`src/rtl/traffic_pkg.sv`:
```
// ----------------------------------------------------------------------------
// traffic_pkg
// Shared definitions for the highway / country-road intersection.
//   - Light codes driven by the traffic controller (RED, GREEN, YELLOW; 3 is
//     never a legal code).
//   - Violation codes reported by the intersection monitor, lowest non-zero
//     value has the highest priority.
//   - State encoding for the per-light sequence checker, plus two helpers
//     that map a light code to a checker state and give the legal successor.
// No ports (package).
// ----------------------------------------------------------------------------
package traffic_pkg;

    typedef enum logic [1:0] {
        RED          = 2'd0,
        GREEN        = 2'd1,
        YELLOW       = 2'd2,
        ILLEGAL_CODE = 2'd3
    } lightCode_e;

    typedef enum logic [2:0] {
        VIOL_NONE         = 3'd0,
        VIOL_CONFLICT     = 3'd1,
        VIOL_ILLEGAL      = 3'd2,
        VIOL_BAD_SEQ      = 3'd3,
        VIOL_SHORT_YELLOW = 3'd4,
        VIOL_RUN_RED      = 3'd5
    } violCode_e;

    typedef enum logic [1:0] {
        CHK_INIT   = 2'd0,
        CHK_RED    = 2'd1,
        CHK_GREEN  = 2'd2,
        CHK_YELLOW = 2'd3
    } chkState_e;

    // Only called for legal codes; the illegal code is filtered by the caller.
    function automatic chkState_e lightToState(input logic [1:0] code);
        chkState_e s;
        case (code)
            RED:     s = CHK_RED;
            GREEN:   s = CHK_GREEN;
            default: s = CHK_YELLOW;
        endcase
        return s;
    endfunction

    // The one state (besides holding) that a light may move to next.
    function automatic chkState_e legalNext(input chkState_e cur);
        chkState_e s;
        case (cur)
            CHK_RED:    s = CHK_GREEN;
            CHK_GREEN:  s = CHK_YELLOW;
            CHK_YELLOW: s = CHK_RED;
            default:    s = CHK_INIT;
        endcase
        return s;
    endfunction

endpackage

```
`src/rtl/light_seq_checker.sv`:
```
// ----------------------------------------------------------------------------
// light_seq_checker
// Watches one light code stream and flags sequence problems for the sample
// currently on light_i (flags are combinational; the caller registers them).
// Ports:
//   clk, reset       clock and synchronous active-high reset
//   light_i [1:0]    light code sampled every cycle
//   illegal_o        code 3 seen this cycle
//   badSeq_o         change that is not RED->GREEN->YELLOW->RED
//   shortYellow_o    YELLOW left after fewer than MIN_YELLOW yellow samples
// ----------------------------------------------------------------------------
module light_seq_checker
    import traffic_pkg::*;
#(
    parameter int MIN_YELLOW = 2
) (
    input  logic       clk,
    input  logic       reset,
    input  logic [1:0] light_i,
    output logic       illegal_o,
    output logic       badSeq_o,
    output logic       shortYellow_o
);

    localparam int DWELL_W = $clog2(MIN_YELLOW + 1);
    localparam logic [DWELL_W-1:0] DWELL_MIN = DWELL_W'(MIN_YELLOW);
    localparam logic [DWELL_W-1:0] DWELL_ONE = DWELL_W'(1);

    chkState_e          state_q, state_d;
    logic [DWELL_W-1:0] dwell_q, dwell_d;

    // State and yellow-dwell registers; INIT means "no history yet".
    always_ff @(posedge clk) begin
        if (reset) begin
            state_q <= CHK_INIT;
            dwell_q <= '0;
        end else begin
            state_q <= state_d;
            dwell_q <= dwell_d;
        end
    end

    // Next state and violation flags. An illegal code freezes everything so
    // the checker keeps judging against the last legal light. A bad change is
    // still adopted so one glitch is reported once, not on every later sample.
    // The dwell counter counts yellow samples and saturates at MIN_YELLOW,
    // which is all the short-yellow check needs to know.
    always_comb begin
        state_d       = state_q;
        dwell_d       = dwell_q;
        illegal_o     = 1'b0;
        badSeq_o      = 1'b0;
        shortYellow_o = 1'b0;
        if (light_i == ILLEGAL_CODE) begin
            illegal_o = 1'b1;
        end else begin
            state_d = lightToState(light_i);
            if (state_q != CHK_INIT) begin
                if (state_d != state_q && state_d != legalNext(state_q)) begin
                    badSeq_o = 1'b1;
                end
                if (state_q == CHK_YELLOW && state_d != CHK_YELLOW && dwell_q < DWELL_MIN) begin
                    shortYellow_o = 1'b1;
                end
            end
            if (state_d != CHK_YELLOW) begin
                dwell_d = '0;
            end else if (state_q != CHK_YELLOW) begin
                dwell_d = DWELL_ONE;
            end else if (dwell_q < DWELL_MIN) begin
                dwell_d = dwell_q + DWELL_ONE;
            end
        end
    end

endmodule

```
`src/rtl/ct_intersection_monitor.sv`:
```
// ----------------------------------------------------------------------------
// ct_intersection_monitor
// Country-road side of the intersection: debounces vehicle arrivals, keeps a
// saturating queue count that drives ct_sensor, and watches the controller's
// light codes for protocol violations, latching the first one seen.
// Ports:
//   clk, reset            clock and synchronous active-high reset
//   hwy_light, ct_light   light codes from the controller
//   car_arrive_raw        raw, asynchronous, bouncy arrival loop
//   car_depart            one-cycle pulse per departing vehicle
//   viol_clear            clears the sticky violation
//   ct_sensor             queue non-empty
//   queue_count           vehicles waiting
//   viol, viol_code       sticky violation flag and first captured code
// ----------------------------------------------------------------------------
module ct_intersection_monitor
    import traffic_pkg::*;
#(
    parameter int DEBOUNCE_CYCLES = 3,
    parameter int QUEUE_W         = 4,
    parameter int MIN_YELLOW      = 2
) (
    input  logic               clk,
    input  logic               reset,
    input  logic [1:0]         hwy_light,
    input  logic [1:0]         ct_light,
    input  logic               car_arrive_raw,
    input  logic               car_depart,
    input  logic               viol_clear,
    output logic               ct_sensor,
    output logic [QUEUE_W-1:0] queue_count,
    output logic               viol,
    output logic [2:0]         viol_code
);

    localparam int DB_W = $clog2(DEBOUNCE_CYCLES + 1);
    localparam logic [DB_W-1:0]    DB_LAST   = DB_W'(DEBOUNCE_CYCLES - 1);
    localparam logic [DB_W-1:0]    DB_ONE    = DB_W'(1);
    localparam logic [QUEUE_W-1:0] QUEUE_MAX = '1;
    localparam logic [QUEUE_W-1:0] QUEUE_ONE = QUEUE_W'(1);

    logic               sync1_q, sync2_q;
    logic [DB_W-1:0]    dbCount_q, dbCount_d;
    logic               dbLevel_q, dbLevel_d, dbLevelDly_q;
    logic               arrive;
    logic [QUEUE_W-1:0] queue_q, queue_d;
    logic               hwyIllegal, hwyBadSeq, hwyShort;
    logic               ctIllegal, ctBadSeq, ctShort;
    logic               conflict, runRed;
    violCode_e          newCode;
    logic               viol_q, viol_d;
    logic [2:0]         code_q, code_d;

    light_seq_checker #(.MIN_YELLOW(MIN_YELLOW)) hwyChecker (
        .clk           (clk),
        .reset         (reset),
        .light_i       (hwy_light),
        .illegal_o     (hwyIllegal),
        .badSeq_o      (hwyBadSeq),
        .shortYellow_o (hwyShort)
    );

    light_seq_checker #(.MIN_YELLOW(MIN_YELLOW)) ctChecker (
        .clk           (clk),
        .reset         (reset),
        .light_i       (ct_light),
        .illegal_o     (ctIllegal),
        .badSeq_o      (ctBadSeq),
        .shortYellow_o (ctShort)
    );

    // All registered state: two-flop synchronizer on the raw loop, debounce
    // counter and level (plus a delayed copy for edge detection), the queue
    // and the sticky violation capture.
    always_ff @(posedge clk) begin
        if (reset) begin
            sync1_q      <= 1'b0;
            sync2_q      <= 1'b0;
            dbCount_q    <= '0;
            dbLevel_q    <= 1'b0;
            dbLevelDly_q <= 1'b0;
            queue_q      <= '0;
            viol_q       <= 1'b0;
            code_q       <= VIOL_NONE;
        end else begin
            sync1_q      <= car_arrive_raw;
            sync2_q      <= sync1_q;
            dbCount_q    <= dbCount_d;
            dbLevel_q    <= dbLevel_d;
            dbLevelDly_q <= dbLevel_q;
            queue_q      <= queue_d;
            viol_q       <= viol_d;
            code_q       <= code_d;
        end
    end

    // Debounce: count consecutive synchronized samples that disagree with the
    // current level; flip the level once DEBOUNCE_CYCLES of them are seen.
    // Any agreeing sample restarts the count, so both edges need a clean run.
    always_comb begin
        dbCount_d = dbCount_q;
        dbLevel_d = dbLevel_q;
        if (sync2_q != dbLevel_q) begin
            if (dbCount_q == DB_LAST) begin
                dbLevel_d = sync2_q;
                dbCount_d = '0;
            end else begin
                dbCount_d = dbCount_q + DB_ONE;
            end
        end else begin
            dbCount_d = '0;
        end
    end

    assign arrive = dbLevel_q & ~dbLevelDly_q;

    // Queue count: saturates at both ends; a simultaneous arrival and
    // departure cancel out.
    always_comb begin
        queue_d = queue_q;
        if (arrive && !car_depart && queue_q != QUEUE_MAX) begin
            queue_d = queue_q + QUEUE_ONE;
        end else if (car_depart && !arrive && queue_q != '0) begin
            queue_d = queue_q - QUEUE_ONE;
        end
    end

    assign queue_count = queue_q;
    assign ct_sensor   = (queue_q != '0);

    // Cross checks. An illegal code on either light is reported as ILLEGAL
    // only, never also as a conflicting green.
    assign conflict = (hwy_light != RED) && (ct_light != RED) &&
                      (hwy_light != ILLEGAL_CODE) && (ct_light != ILLEGAL_CODE);
    assign runRed   = car_depart && (ct_light == RED);

    // Priority encode this cycle's violations, then capture: the first one
    // sticks until cleared, and a violation arriving together with a clear
    // wins over the clear.
    always_comb begin
        newCode = VIOL_NONE;
        if (conflict) begin
            newCode = VIOL_CONFLICT;
        end else if (hwyIllegal || ctIllegal) begin
            newCode = VIOL_ILLEGAL;
        end else if (hwyBadSeq || ctBadSeq) begin
            newCode = VIOL_BAD_SEQ;
        end else if (hwyShort || ctShort) begin
            newCode = VIOL_SHORT_YELLOW;
        end else if (runRed) begin
            newCode = VIOL_RUN_RED;
        end

        viol_d = viol_q;
        code_d = code_q;
        if (newCode != VIOL_NONE && (!viol_q || viol_clear)) begin
            viol_d = 1'b1;
            code_d = newCode;
        end else if (viol_clear) begin
            viol_d = 1'b0;
            code_d = VIOL_NONE;
        end
    end

    assign viol      = viol_q;
    assign viol_code = code_q;

endmodule
```
`config.mk`:
```
export PLATFORM = sky130hd
export DESIGN_NAME = ct_intersection_monitor
export DESIGN_NICKNAME = d
export VERILOG_FILES = /design/src/rtl/traffic_pkg.sv /design/src/rtl/light_seq_checker.sv /design/src/rtl/ct_intersection_monitor.sv
export SDC_FILE = /design/constraint.sdc
export NUM_CORES = 1
export LEC_CHECK = 0
export CORE_MARGIN = 2
export CORE_UTILIZATION = 41
export DETAILED_ROUTE_END_ITERATION = 10
export SLEW_MARGIN = 20
export SYNTH_ARGS = -nofsm -noshare
export SYNTH_HDL_FRONTEND = slang
export SYNTH_SLANG_ARGS = --single-unit
```
`constraint.sdc`:
```
create_clock -name clk -period 2.44 [get_ports clk]
set_clock_uncertainty 0.05 [all_clocks]
set_input_delay 0.244 -clock clk [delete_from_list [all_inputs] [get_ports clk]]
set_output_delay 0.244 -clock clk [all_outputs]
set_load 0.02 [all_outputs]
```
Word level (Yosys, flattened, before mapping)
Index checks and enable logic that the tools add are counted.

word-level totals
  register bits = 22
  output and inout port bits = 9
  logic and storage cells = 126

operators by class
  add/sub/neg operators = 5
  $lt $le $gt $ge = 2
  equal/unequal tests = 23
  muxes and demuxes = 41
  bitwise logic cells = 5
  reduce and logical (&&, ||, !) cells = 38

operator list
  kind                                                  count
  2-to-1 mux 2 bit                                      12
  2-to-1 mux 3 bit                                      7
  2-to-1 mux 1 bit                                      16
  logical AND 1 bit                                     15
  equality test 2 bit (second input constant)           7
  inequality test 2 bit (second input constant)         6
  one-hot mux 2 bit (3 select lines)                    2
  nonzero test 2 bit                                    6
  nonzero test 3 bit                                    3
  equality test 2 x 1 -> 1 bit (second input constant)  4
  2-to-1 mux 4 bit                                      2
  inequality test 2 bit                                 4
  one-hot mux 2 bit (2 select lines)                    2
  adder 2 x 1 -> 2 bit (second input constant)          3
  AND reduction 2 bit                                   3
  adder 4 x 1 -> 4 bit (second input constant)          1
  logical NOT 2 bit                                     2
  logical OR 1 bit                                      4
  < comparator 2 bit (second input constant)            2
  inequality test 4 bit (second input constant)         1
  NOT 1 bit                                             4
  nonzero test 4 bit                                    1
  subtractor 4 x 1 -> 4 bit (second input constant)     1
  logical NOT 1 bit                                     3
  3 further kinds                                       3

Logic depth before layout (Yosys ltp)
Gate-level depths: netlist of the first run.

  depth after elaboration = 17
  depth in mapped cells = 9
  depth with buffers taken out = 8

By module
From an unflattened synthesis of the first run, not the netlist that was laid out.

unflattened totals
  cell total of the unflattened synthesis = 141
  area total of the unflattened synthesis = 1258.7 um^2

by module, submodules not included
  module                   instances  cells each  area an instance (um^2)  sequential area each (um^2)
  ct_intersection_monitor  1          77          705.7                    280.3
  light_seq_checker        2          32          276.5                    80.1

Worst setup path before layout of the first run
OpenSTA, ideal clock, no wires.

  kind = register to register
  from = register queue_q[1], in the netlist queue_count[1]
  to = register queue_q[3], in the netlist queue_count[3]
  setup time = 0.070 ns
  data arrival time = 2.219 ns
  required time = 2.320 ns
  setup slack = 0.102 ns
  stages on the path, launching flop included = 10
  period minus slack after synthesis = 2.338 ns
  path through = dfxtp_1 > and4_1 > or3_1 > buf_2 > ha_1 > a21o_2 > a21oi_1 > xor2_1 > or3_1 > a21oi_1

on the way
  longest elaborated chain between the ends = 3
  elaborated cells on any way between the ends = 9

RTL lines
  what                                                           line                            text
  start: declaration                                             ct_intersection_monitor.sv:46   logic [QUEUE_W-1:0] queue_q, queue_d;
  start signal: assignment                                       ct_intersection_monitor.sv:91   queue_q <= queue_d;
  subtractor 4 x 1 -> 4 bit, or another cell as far along        ct_intersection_monitor.sv:124  queue_d = queue_q - QUEUE_ONE;
  2-to-1 mux 4 bit, or another cell as far along                 ct_intersection_monitor.sv:123  end else if (car_depart && !arrive && queue_q != '0) begin
  2-to-1 mux 4 bit / nonzero test 2 bit (equally long branches)  --

Parallel ways exist; a longest one is shown, timed or not. The select of a mux whose other input is x is not followed.
A chain may end at the register's enable or synchronous reset.

Worst setup path in the final report of the first run
Ends and elaborated chain as after synthesis.

==> summary.txt, run 1 <==
Status
  • Status: finished, final reports clean

Clock network
  • Buffer count from post-CTS setup fixing: 0
  • Max Buffers Root-to-Sink: 2
  • CTS Sinks: 22
  • CTS Root Cell: clkbuf_4
  • Clock transition at path regs: 120 ps
  • Num CTS Buffers: 3
  • H-Tree Depth: 1
  • # hold bufs at CTS: 0
  • Worst-skew pair later-pin latency: 300 ps
  • TritonCTS clock tree: yes
  • Post-CTS Resized: 0

Synthesis
  • Ys Warns: 0
  • Syn Nets: 170
  • Post-synth top area cell: dfxtp_1
  • Synth top area cells: dfxtp_1 (34%), ha_1 (8.7%), nor2_1 (4.9%)
  • Number of flops mapped to enable cells by yosys: 0
  • Top cell type's share of synthesized area: 34.1%
  • Netlist Area Pre-Place: between 1000 and 1500 sq um
  • Top FF cell, synth: dfxtp_1
  • Seq/Total Area, Yosys: 34.1%
  • Count leader, synth: dfxtp_1
  • Yosys cell types: 40
  • Cell count after synthesis: 151
  • Commonest cells in the netlist: dfxtp_1 (22), nor2_1 (17), a21oi_1 (11)
  • #FFs+latches synth: 22
  • Syn_area_per_cell: 8.55 sq um
  • Post-synthesis async set-or-reset flop share: 0%

Layout
  • Nets: 189
  • P&R area growth vs syn: 19.5%
  • FILL cells: 310
  • Layout cells sized above 1: 6.51%
  • Ant diodes: 0

Setup path
  • Max FO, Critical Path: 6
  • Crit path kind: flip-flop to flip-flop
  • Crit path cell chain: and4_1 > or3_1 > ha_1 > a21o_2 > a21oi_1 > xor2_1 > or3_1 > a21oi_1
  • Crit-path max cell delay: around 390 ps
  • Slowest-stage cell, CP: dfxtp_1
  • CP Capture Type: flip-flop
  • Arrival time worst endpoint: 2460 ps
  • Startpoint type of the worst setup path: flip-flop
  • Req. time, crit path: 2640 ps

STA
  • Final setup violation count: 0
  • RSZ-0062 raised after global routing: false
  • Final slew viol count: 0
  • Tcrit/Tclk final: 92.9%
  • Setup TNS: 0 ps
  • Final worst-path setup slack: about 170 ps
  • Crit path time final: 2270 ps
  • Worst-Margin Slew: 573 ps
  • Slew margin rel.: 61.7%
  • Fmax: 441 MHz
  • Fin. Hold Viols: 0

Die
  • Core area: 3030 sq um
  • Die ar.: between 3000 and 4000 sq um
  • Rows: 20
  • I/O Pins: 18
  • Die Width: 60.1 um
  • Die span in y: 60.1 um
  • Initial core utilization: 42.6%

Drt
  • DRC: 0
  • Number of routed nets with antenna violations: 0
  • DRT iter0 DRCs: 48
  • Pre-Repair DR Iteration Count: 4
  • Vias/cell: 5.31
  • Routed Wire Length: between 2 and 3 mm
  • Via count: 1,131
  • WL per Instance: 12.5 um

Pwr
  • Worst VDD drop: between 0.6 and 0.7 mV
  • Power Dens Cells: 716 nW/um^2
  • Leak: 0.000581 uW

Placed design
  • Setup slack after placement: 71.5 ps
  • Placer Congestion: 0.753
  • DP HPWL: 2.08 mm
  • PortBufs: 17

GRT
  • Largest net degree at the start of global routing: 18
  • First-pass GRT wire length: 4.57 mm
  • Vias in the first global route: 1,079
  • Total track usage: 16.1%
  • Initial antenna violation count: 0
  • Grt ovf: 0

Min path
  • Worst hold path type: flip-flop to flip-flop

Flow run
  • MaxCap Viol Count: 0
[layout by cell type, fill, tap and decap left out, types with 4 or more instances in the layout]
cell type,instances
clkdlybuf4s50_1,17
nor4b_1,6
a31oi_1,5
ha_1,9
inv_1,8
dfxtp_1,22
nor3b_1,4
or3_1,5
a21oi_1,11
buf_4,4
nand2_1,10
nor2b_1,4
nor2_1,17
[critical path, delay by kind of cell (launching register included)]
family / cells / cell delay, ps
AND/OR/NAND/NOR: 3 / 890
AO/OA/AOI/OAI: 3 / 510
flip-flops: 1 / 390
adder cells (fa/ha/maj): 1 / 280
XOR/XNOR: 1 / 90
[path summary, 6_finish.rpt]
kind / start / endpoint / slack [ps] / depth (start not counted)
setup / recovery: queue_count[1] / queue_count[3] / 170 / 8
hold / removal: dbCount_q[0] / dbCount_q[0] / 370 / 1
setup reg to reg: queue_count[1] / queue_count[3] / 170 / 8
hold reg to reg: dbCount_q[0] / dbCount_q[0] / 370 / 1
[kinds of logic after synthesis]
group | Yosys count | synth area share (%)
and+or+nand+nor | 68 | 30.8
AOI/OAI and AO/OA | 29 | 14.5
DFF | 22 | 34.1
buffers and inverters | 15 | 5.43
adders and majority gates | 10 | 10.3
xor gates and xnor gates | 6 | 4.07
muxes | 1 | 0.775
[registers in the layout, indices dropped and copies added (netlist names)]
| register | count |
|---|---|
| ctChecker.dwell_q | 2 |
| ctChecker.state_q | 2 |
| dbCount_q | 2 |
| dbLevelDly_q | 1 |
| dbLevel_q | 1 |
| hwyChecker.dwell_q | 2 |
| hwyChecker.state_q | 2 |
| queue_count | 4 |
| sync1_q | 1 |
| sync2_q | 1 |
| viol | 1 |
| viol_code | 3 |
[metrics by stage]
| step | utilization [%] | cell area [sq um] | instances | hold WS, ps | total power [uW] |
|---|---|---|---|---|---|
| floorplan | - | 1290 | 151 | 322 | 755 |
| global placement | 49.8 | 1510 | 209 | 349 | 908 |
| detailed placement | 49.8 | 1510 | 209 | 355 | 919 |
| CTS | 51.0 | 1540 | 213 | 372 | 1120 |
| global route | 51.0 | 1540 | 213 | 385 | 1190 |
| finish | 51.0 | 1540 | 213 | 370 | 1100 |
[power by group]
part | leakage, uW | internal, uW | total (uW) | switching (uW)
sequential | 0.000181 | 400 | 454 | 54.1
combinational | 0.000379 | 230 | 455 | 225
clock | 0.0000210 | 91.0 | 195 | 104
[layout make-up]
type	instances	area [sq um]	area share [%]
multi-input cells	114	781	50.6
clock buffers	4	36.3	2.35
well taps	44	55.1	3.57
inverters	8	30.0	1.95
repair buffers	21	200	13.0
flip-flops and latches	22	440	28.5
[routing by layer]
layer / vias to the layer above / track usage [%] / share of wire [%]
met5: - / 0 / 0
met4: 0 / 1.59 / 0
met3: 0 / 4.33 / 3.8
met2: 21 / 28.4 / 49
met1: 535 / 20.2 / 47
li1: 575 / - / -
Power figures use the tool's default switching activity.
==> run 2: changes to the inputs <==
--- a/config.mk
+++ b/config.mk
@@ -5,10 +5,15 @@
 export SDC_FILE = /design/constraint.sdc
 export NUM_CORES = 1
 export LEC_CHECK = 0
+export ABC_CLOCK_PERIOD_IN_PS = 2440
+export CELL_PAD_IN_SITES_DETAIL_PLACEMENT = 1
+export CELL_PAD_IN_SITES_GLOBAL_PLACEMENT = 2
 export CORE_MARGIN = 2
-export CORE_UTILIZATION = 41
+export CORE_UTILIZATION = 32
 export DETAILED_ROUTE_END_ITERATION = 10
+export PLACE_DENSITY_LB_ADDON = 0.1
 export SLEW_MARGIN = 20
 export SYNTH_ARGS = -nofsm -noshare
 export SYNTH_HDL_FRONTEND = slang
 export SYNTH_SLANG_ARGS = --single-unit
+export TNS_END_PERCENT = 50
==> summary.txt, run 2 (synthesized netlist as in run 1, its figures left out) <==
GRT
  • Largest net degree at the start of global routing: 16 (-2)
  • Total track usage: 15.1% (-0.99 points)
  • First-pass GRT wire length: 5.21 mm (+14%)
  • Grt ovf: 0 (unchanged)
  • Initial antenna violation count: 0 (unchanged)
  • Vias in the first global route: 1,106 (+2.5%)

Layout
  • Largest register FFs: 4 (unchanged)
  • Final non-filler cell total: 220 (+3.3%)
  • Nets: 190 (+0.53%)
  • Sequential cell area: 440 sq um (unchanged)
  • Ant diodes: 0 (unchanged)
  • P&R area growth vs syn: 23.4%
  • Most frequent cells in the layout: dfxtp_1 (22), nor2_1 (17), clkdlybuf4s50_1 (17)
  • Layout cells sized above 1: 7.06% (+0.55 points)
  • Multi-input gate area: 781 sq um (unchanged)
  • FILL cells: 464 (+50%)
  • Most common cell after layout, fill and taps aside: dfxtp_1
  • Final Core Density: 40.4% (-11 points)

Die
  • Rows: 23 (+15%)
  • Die Width: 67.5 um (+12%)
  • I/O Pins: 18 (unchanged)
  • Die ar.: 4560 sq um (+26%)
  • Die span in y: 67.5 um (+12%)
  • Core area: 3940 sq um (+30%)
  • Initial core utilization: 32.8% (-9.9 points)

STA
  • Fmax: 438 MHz (-0.62%)
  • Setup TNS: 0 ps (unchanged)
  • Crit path time final: 2280 ps (+14.1 ps)
  • RSZ-0062 raised after global routing: false
  • Final slew viol count: 0 (unchanged)
  • Fin. Hold Viols: 0 (unchanged)
  • Tcrit/Tclk final: 93.5% (+0.58 points)
  • Slew margin rel.: 64.0% (+2.3 points)
  • Worst-Margin Slew: 540 ps (-33.3 ps)
  • Final setup violation count: 0 (unchanged)

Min path
  • Worst hold path type: flip-flop to flip-flop
  • Hold Crit Endpoint: dbCount_q[0]
  • Hold Crit Depth: 1 (unchanged)
  • Hold Crit Start: dbCount_q[0]

Setup path
  • Worst R2R End: queue_count[3]
  • Max FO, Critical Path: 6 (unchanged)
  • Crit path kind: flip-flop to flip-flop
  • Req. time, crit path: 2600 ps (-40 ps)
  • Startpoint type of the worst setup path: flip-flop
  • Slowest-stage cell, CP: or3_1
  • FF-to-FF path depth: 8 (unchanged)
  • Crit-path max cell delay: 380 ps (about the same)
  • R2R Setup Slk: 160 ps (about the same)
  • Crit path cell chain: and4_1 > or3_1 > ha_1 > a21o_2 > a21oi_1 > xor2_1 > or3_1 > a21oi_1
  • CP Capture Type: flip-flop
  • Arrival time worst endpoint: 2440 ps (-20 ps)
  • RR Startpoint: queue_count[1]

Clock network
  • H-Tree Depth: 1 (unchanged)
  • Max Buffers Root-to-Sink: 2 (unchanged)
  • TritonCTS clock tree: yes
  • Buffer count from post-CTS setup fixing: 0 (unchanged)
  • CTS Sinks: 22 (unchanged)
  • Worst-skew pair later-pin latency: 270 ps (-30 ps)
  • # hold bufs at CTS: 0 (unchanged)
  • Post-CTS Resized: 0 (unchanged)
  • CTS Root Cell: clkbuf_8
  • Clock transition at path regs: 80 ps (-40 ps)
  • Num CTS Buffers: 3 (unchanged)

Pwr
  • Power Dens Cells: 797 nW/um^2 (+11%)
  • Worst VDD drop: 0.379 mV (-39%)
  • Leak: 0.000601 uW (+3.4%)

Placed design
  • PortBufs: 17 (unchanged)
  • DP HPWL: 2.32 mm (+11%)
  • Placer Congestion: 0.853 (+13%)
  • Placed Cells: 216 (+3.3%)

Drt
  • DRC: 0 (unchanged)
  • Vias/cell: 5.14 (-3.2%)
  • DRT iter0 DRCs: 98 (+100%)
  • WL per Instance: 13.5 um (+8.4%)
  • Via count: 1,131 (unchanged)
  • Number of routed nets with antenna violations: 0 (unchanged)
  • Routed Wire Length: 2.98 mm (+12%)
  • Pre-Repair DR Iteration Count: 4 (unchanged)

Status
  • Status: finished, final reports clean

Flow run
  • MaxCap Viol Count: 0 (unchanged)
==> run 2: changes by cell type in the layout (fill, tap and decap cells not counted), sizes merged <==
cell    change
clkbuf      -1
buf         +1
bufinv      +1
==> run 2: final cells by class <==
class,instances,share of cell area [%]
Multi-Input combinational cell,114,49.0
Sequential cell,22,27.7
Timing Repair Buffer,22,13.0
Tap cell,50,3.93
Clock buffer,3,2.59
Clock inverter,1,1.89
Inverter,8,1.89
==> run 2: through the flow <==
| stage | area, sq um | setup WS [ps] | power, uW | hold WS [ps] |
|---|---|---|---|---|
| after floorplan | 1290 | 102 | 755 | 322 |
| final | 1590 | 159 | 1270 | 372 |
| after detailed placement | 1520 | 17.4 | 943 | 372 |
| after CTS | 1590 | 138 | 1300 | 385 |
| after global placement | 1520 | 94.6 | 926 | 348 |
| after global routing | 1590 | 14.0 | 1370 | 406 |
==> run 2: how the worst max path moves through the flow <==
stage / startpoint / to / slack [ps] / cells after the start
final: queue_count[1] / queue_count[3] / 160 / 8
after global routing: queue_count[1] / queue_count[3] / 10 / 8
after CTS: queue_count[1] / queue_count[3] / 140 / 8
after detailed placement: car_depart / queue_count[3] / 20 / 8
after global placement: car_depart / queue_count[3] / 90 / 8
after floorplan: queue_count[1] / queue_count[3] / 100 / 9
==> run 2: worst max-delay path: cells and delay by family, from the launching register on <==
family	cells	cell delay, ps
AOI/OAI and AO/OA	3	530
xor gates and xnor gates	1	90
adders and majority gates	1	290
DFF	1	370
and+or+nand+nor	3	900
==> run 2: metal layers <==
metal / GRT usage, % / share of wire, % / vias to the layer above
li1: - / - / 579
met2: 25.0 / 49 / 14
met4: 3.83 / 0.91 / 0
met3: 3.83 / 3.3 / 5
met5: 0 / 0 / -
met1: 19.5 / 46 / 533
==> run 2: where the power goes <==
part	leakage (uW)	switching, uW	internal (uW)
Sequential	0.000181	41.9	400
Clock	0.0000357	121	219
Combinational	0.000385	245	242
Total	0.000601	408	861
==> variant 1 (settings of run 2) <==
`QUEUE_W`: 4 -> 6.
--- a/src/rtl/ct_intersection_monitor.sv
+++ b/src/rtl/ct_intersection_monitor.sv
@@ -19,3 +19,3 @@
     parameter int DEBOUNCE_CYCLES = 3,
-    parameter int QUEUE_W         = 4,
+    parameter int QUEUE_W         = 6,
     parameter int MIN_YELLOW      = 2
Interface: changed (resized queue_count); port bits go from 18 to 20. No check against the original RTL was run, so the function may have changed too.
==> variant 1 against run 2 <==
Sequential power grew 17%. Sequential cell count grew 2. Power grew 26%. Area after synthesis grew 15%. Critical path depth grew 1. Via count grew 17%. Fmax grew 4.0%. Sequential share of layout area shrank 0.88 points. Worst hold slack lost 0.0043 ns. Wire length grew 20%. Final area grew 13%. Setup slack gained 0.088 ns. Critical endpoint is now queue_count[5]$_SDFFE_PP0P_. Highest routed layer unchanged.
==> variant 1: results (changes against run 2) <==
metric,value,unit,change
tightest_slew,0.533,ns,-0.00729 ns
dp_hpwl,2.81,mm,+21%
outcome,"finished, final reports clean",,
seq_area,482,µm²,+9.4%
portBuffers,19,,+2
gp_congestion,0.849,,-0.40%
dp.cells,248,,+15%
yosys-top-cells-count,"24 x dfxtp_1, 21 x nor2_1, 17 x a21oi_1, 16 x nand2_1, 11 x ha_1",,
ys.warnings.count,0,,unchanged
post_cts_buffers,0,,unchanged
vias,1321,,+17%
cp.arrival,2.30,ns,-0.14 ns
grt_max_degree,15,,-1
drive_above_1_share,11.1,%,+4.0 points
largest_reg_flops,6,,+2
num-nets-final,222,,+17%
p_leak,0.700,nW,+16%
hp-class,reg2reg,,
firstDrtPassIters,2,,-2
synth_nets,198,,+16%
grt.total_usage,15.1,%,-0.044 points
ctsResizeCount,0,,unchanged
antenna_found_initial,0,,unchanged
synth.avg_cell_area,8.38,µm²,-2.0%
clock_latency,0.26,ns,
antenna_cells_inserted,0,,unchanged
placed_area,0.00175,mm²,+15%
path_clk_slew,0.08,ns,about the same
slowest_stage,dfxtp_2,,
critPathMaxStageDelay,0.39,ns,
routed_wl,3.58,mm,+20%
grt_pass1_vias,1357,,+23%
cts_made_buffers,3,,unchanged
ys_types,46,,+15%
viasPerCell,5.26,,+2.4%
synth_seq_area_share,32.4,%,-1.7 points
synth_flop_cell,dfxtp_1,,
drc_errors,0,,unchanged
cts_max_path_buffers,2,,unchanged
htreeDepth,1,,unchanged
fillers,525,,+13%
clock-root-buffer,clkbuf_8,,
synth.area.top_cells,"dfxtp_1 32%, ha_1 9.3%, a21oi_1 5.7%",,
async_flop_share,0,%,unchanged
grt_pass1_wl,6.22,mm,+19%
critical-path-top-delay-family,compound AO/OA/AOI/OAI gates,,
ir_drop,0.496,mV,+31%
dr.first_iter.drc_count,59,,-40%
cp_max_fo,7,,+1
## variant 1: worst reg2reg max path: cells and delay by family (launching register included)
| kind | cells | cell delay [ns] |
|---|---|---|
| simple gates | 1 | 0.17 |
| compound gates | 7 | 1.22 |
| fa+ha+maj | 1 | 0.27 |
| flops | 1 | 0.39 |
## variant 1: final cells by class
class                   count  share of cell area [%]
multi-input cells         137                    51.9
well taps                  52                    3.62
flip-flops and latches     24                    26.8
inverters                   9                    1.88
clock buffers               3                    2.29
repair buffers             26                    13.5
## variant 1: through the flow
step	worst slack (ns)	hold slack, ns
finish	0.247	0.367
floorplan	0.0781	0.322
CTS	0.112	0.375
global route	0.0512	0.403
global placement	0.102	0.349
detailed placement	0.0542	0.363
## variant 1: path summary, 6_finish.rpt
kind / from / end / slack, ns / cells after the start
max: queue_count[5]$_SDFFE_PP0P_ / queue_count[5]$_SDFFE_PP0P_ / 0.25 / 9
min reg2reg: dbCount_q[0]$_SDFF_PP0_ / dbCount_q[0]$_SDFF_PP0_ / 0.37 / 1
min: dbCount_q[0]$_SDFF_PP0_ / dbCount_q[0]$_SDFF_PP0_ / 0.37 / 1
max reg2reg: queue_count[5]$_SDFFE_PP0P_ / queue_count[5]$_SDFFE_PP0P_ / 0.25 / 9
## variant 1: metal layers
layer	vias up	global-route usage (%)	share of wire, %
met5	-	0	0
met4	0	3.14	0.56
met3	2	3.61	2.9
met2	14	27.3	50
met1	639	18.0	46
li1	666	-	-
## variant 1: where the power goes
group | total, mW | internal, mW | switching, mW
sequential | 0.516 | 0.458 | 0.0585
clock | 0.231 | 0.110 | 0.121
combinational | 0.850 | 0.405 | 0.446
## variant 1: cells by family after synthesis
kind of cell,Yosys count,share of synthesized area [%]
AND/OR/NAND/NOR,80,29.9
AO/OA/AOI/OAI,37,16.4
flip-flops,24,32.4
buffers and inverters,16,5.40
adder cells (fa/ha/maj),12,10.6
XOR/XNOR,7,4.64
multiplexers,1,0.675
==> variant 2 (settings of run 2) <==
Without the edit above. Register the output `ct_sensor`, with the module's reset; this adds one clock of latency there. The other outputs are not delayed to match.
--- a/src/rtl/ct_intersection_monitor.sv
+++ b/src/rtl/ct_intersection_monitor.sv
@@ -128,3 +128,9 @@
     assign queue_count = queue_q;
-    assign ct_sensor   = (queue_q != '0);
+    always_ff @(posedge clk) begin
+        if (reset) begin
+            ct_sensor <= '0;
+        end else begin
+            ct_sensor <= (queue_q != '0);
+        end
+    end
 
Formal check against the unedited RTL: not equivalent (a bounded check fails within 10 cycles, from zero or initial values and one cycle with reset high).
==> variant 2 against run 2 <==
Sequential share of layout area rose by 0.88 points. Wire length rose by 8.0%. Sequential cell count rose by 1. Core utilization rose by 0.24 points. Cell count rose by 0.91%. Setup slack improved by 0.083 ns. Worst hold slack improved by 0.0016 ns. Area after synthesis rose by 1.9%. Final area rose by 1.3%. Power fell by 3.8%. First-iteration DRC count fell by 59%. Critical endpoint unchanged. Largest cell class unchanged. Highest routed layer unchanged.
==> variant 2: results (changes against run 2) <==
metric,value,unit,change
outcome,"finished, final reports clean",,
placed_area,0.00157,mm²,+3.0%
yosys-top-cells-count,"23 x dfxtp_1, 22 x nor2_1, 10 x a21oi_1, 9 x ha_1, 8 x inv_1",,
async_flop_share,0,%,unchanged
syn_inst,148,,-2.0%
post_cts_buffers,0,,unchanged
grt-ovfl-total,0,,unchanged
critical-path-top-delay-family,simple AND/OR/NAND/NOR gates,,
firstDrtPassIters,4,,unchanged
drt-met1-wl,1.55,mm,+12%
cts_made_buffers,3,,unchanged
clock-root-buffer,clkbuf_8,,
r2r-start,queue_count[1]$_SDFFE_PP0P_,,
slowest_stage,or3_4,,
critPathMaxStageDelay,0.41,ns,+0.03 ns
dr_wl_met2,1.56,mm,+5.6%
routedWlPerCell,14.5,µm,+7.0%
num-nets-final,192,,+1.1%
p_leak,0.636,nW,+5.7%
grt_pass1_vias,1211,,+9.5%
antenna_cells_inserted,0,,unchanged
synth_nets,167,,-1.8%
r2r_end,queue_count[3]$_SDFFE_PP0P_,,
grt.total_usage,15.5,%,+0.40 points
ir_drop,0.385,mV,+1.7%
viasPerCell,5.11,,-0.64%
synth_seq_area_share,35.0,%,+0.87 points
grt_pass1_wl,5.55,mm,+6.5%
clock_latency,0.26,ns,
hp-class,reg2reg,,
fillers,473,,+1.9%
cp.arrival,2.34,ns,-0.10 ns
routed_wl,3.22,mm,+8.0%
ys.warnings.count,0,,unchanged
reg2reg_depth,8,,unchanged
hold_end,dbCount_q[0]$_SDFF_PP0_,,
cts_max_path_buffers,2,,unchanged
wl_met3,86,µm,-12%
worstHoldStart,dbCount_q[0]$_SDFF_PP0_,,
synth.area.top_cells,"dfxtp_1 35%, ha_1 8.6%, nor2_1 6.3%",,
portBuffers,17,,unchanged
htreeDepth,1,,unchanged
drive_above_1_share,12.2,%,+5.2 points
ctsResizeCount,0,,unchanged
cp_max_fo,6,,unchanged
tightest_slew,0.496,ns,-0.0441 ns
antenna_found_initial,0,,unchanged
ys_types,43,,+7.5%
r2r_setup_slack,0.24,ns,+0.08 ns
dr.first_iter.drc_count,40,,-59%
setup_violations,0,,unchanged
dp_hpwl,2.52,mm,+8.8%
grt_max_degree,14,,-2
dp.cells,218,,+0.93%
synth_flop_cell,dfxtp_1,,
largest_reg_flops,4,,unchanged
gp_congestion,0.723,,-15%
## variant 2: worst max path at each step
stage	startpoint	end	cells past startpoint
after detailed placement	car_depart	queue_count[3]$_SDFFE_PP0P_	8
after global routing	queue_count[1]$_SDFFE_PP0P_	queue_count[3]$_SDFFE_PP0P_	8
after CTS	queue_count[0]$_SDFFE_PP0P_	queue_count[3]$_SDFFE_PP0P_	8
final	queue_count[1]$_SDFFE_PP0P_	queue_count[3]$_SDFFE_PP0P_	8
after floorplan	queue_count[1]$_SDFFE_PP0P_	queue_count[3]$_SDFFE_PP0P_	8
after global placement	car_depart	queue_count[3]$_SDFFE_PP0P_	8
## variant 2: cell type report
class	instances	share of cell area, %
Multi-Input combinational cell	110	47.9
Sequential cell	23	28.5
Timing Repair Buffer	26	14.7
Tap cell	50	3.88
Clock buffer	3	2.56
Inverter	9	2.09
Clock inverter	1	0.310
## variant 2: kinds of logic (layout without fill, tap and decap cells)
| family | count (synthesis) | after routing | synth area share, % |
|---|---|---|---|
| muxes | 3 | 3 | 2.28 |
| DFF | 23 | 23 | 35.0 |
| and+or+nand+nor | 59 | 59 | 25.0 |
| AOI/OAI and AO/OA | 34 | 34 | 18.7 |
| xor gates and xnor gates | 4 | 4 | 2.66 |
| adders and majority gates | 10 | 10 | 10.1 |
| buffers and inverters | 15 | 39 | 6.27 |
## variant 2: per-layer routing
layer  vias to the layer above  global-route usage (%)
li1                        579                       -
met1                       541                    18.9
met2                        12                    28.0
met3                         2                    2.30
met4                         0                    4.50
met5                         -                       0
## variant 2: worst reg2reg max path: stages (launching register included)
cell and delay [ns]:
dfxtp_1 0.38, and4_1 0.23, or3_4 0.41, ha_1 0.29, a21o_1 0.18, a21oi_1 0.17
xnor2_1 0.16, nand3_1 0.10, a21oi_1 0.16
## variant 2: power breakdown
part | internal [mW] | leakage [nW] | switching, mW
clock network | 0.114 | 0.0255 | 0.126
registers | 0.428 | 0.189 | 0.0599
logic | 0.238 | 0.421 | 0.256
## variant 2: stage by stage
step / setup WS, ns / utilization [%] / hold slack, ns / power, mW
global placement: 0.164 / 39.5 / 0.348 / 0.977
finish: 0.242 / 40.6 / 0.373 / 1.22
floorplan: 0.312 / - / 0.322 / 0.812
CTS: 0.235 / 40.6 / 0.381 / 1.24
detailed placement: 0.0972 / 39.5 / 0.367 / 0.992
global route: 0.133 / 40.6 / 0.417 / 1.31
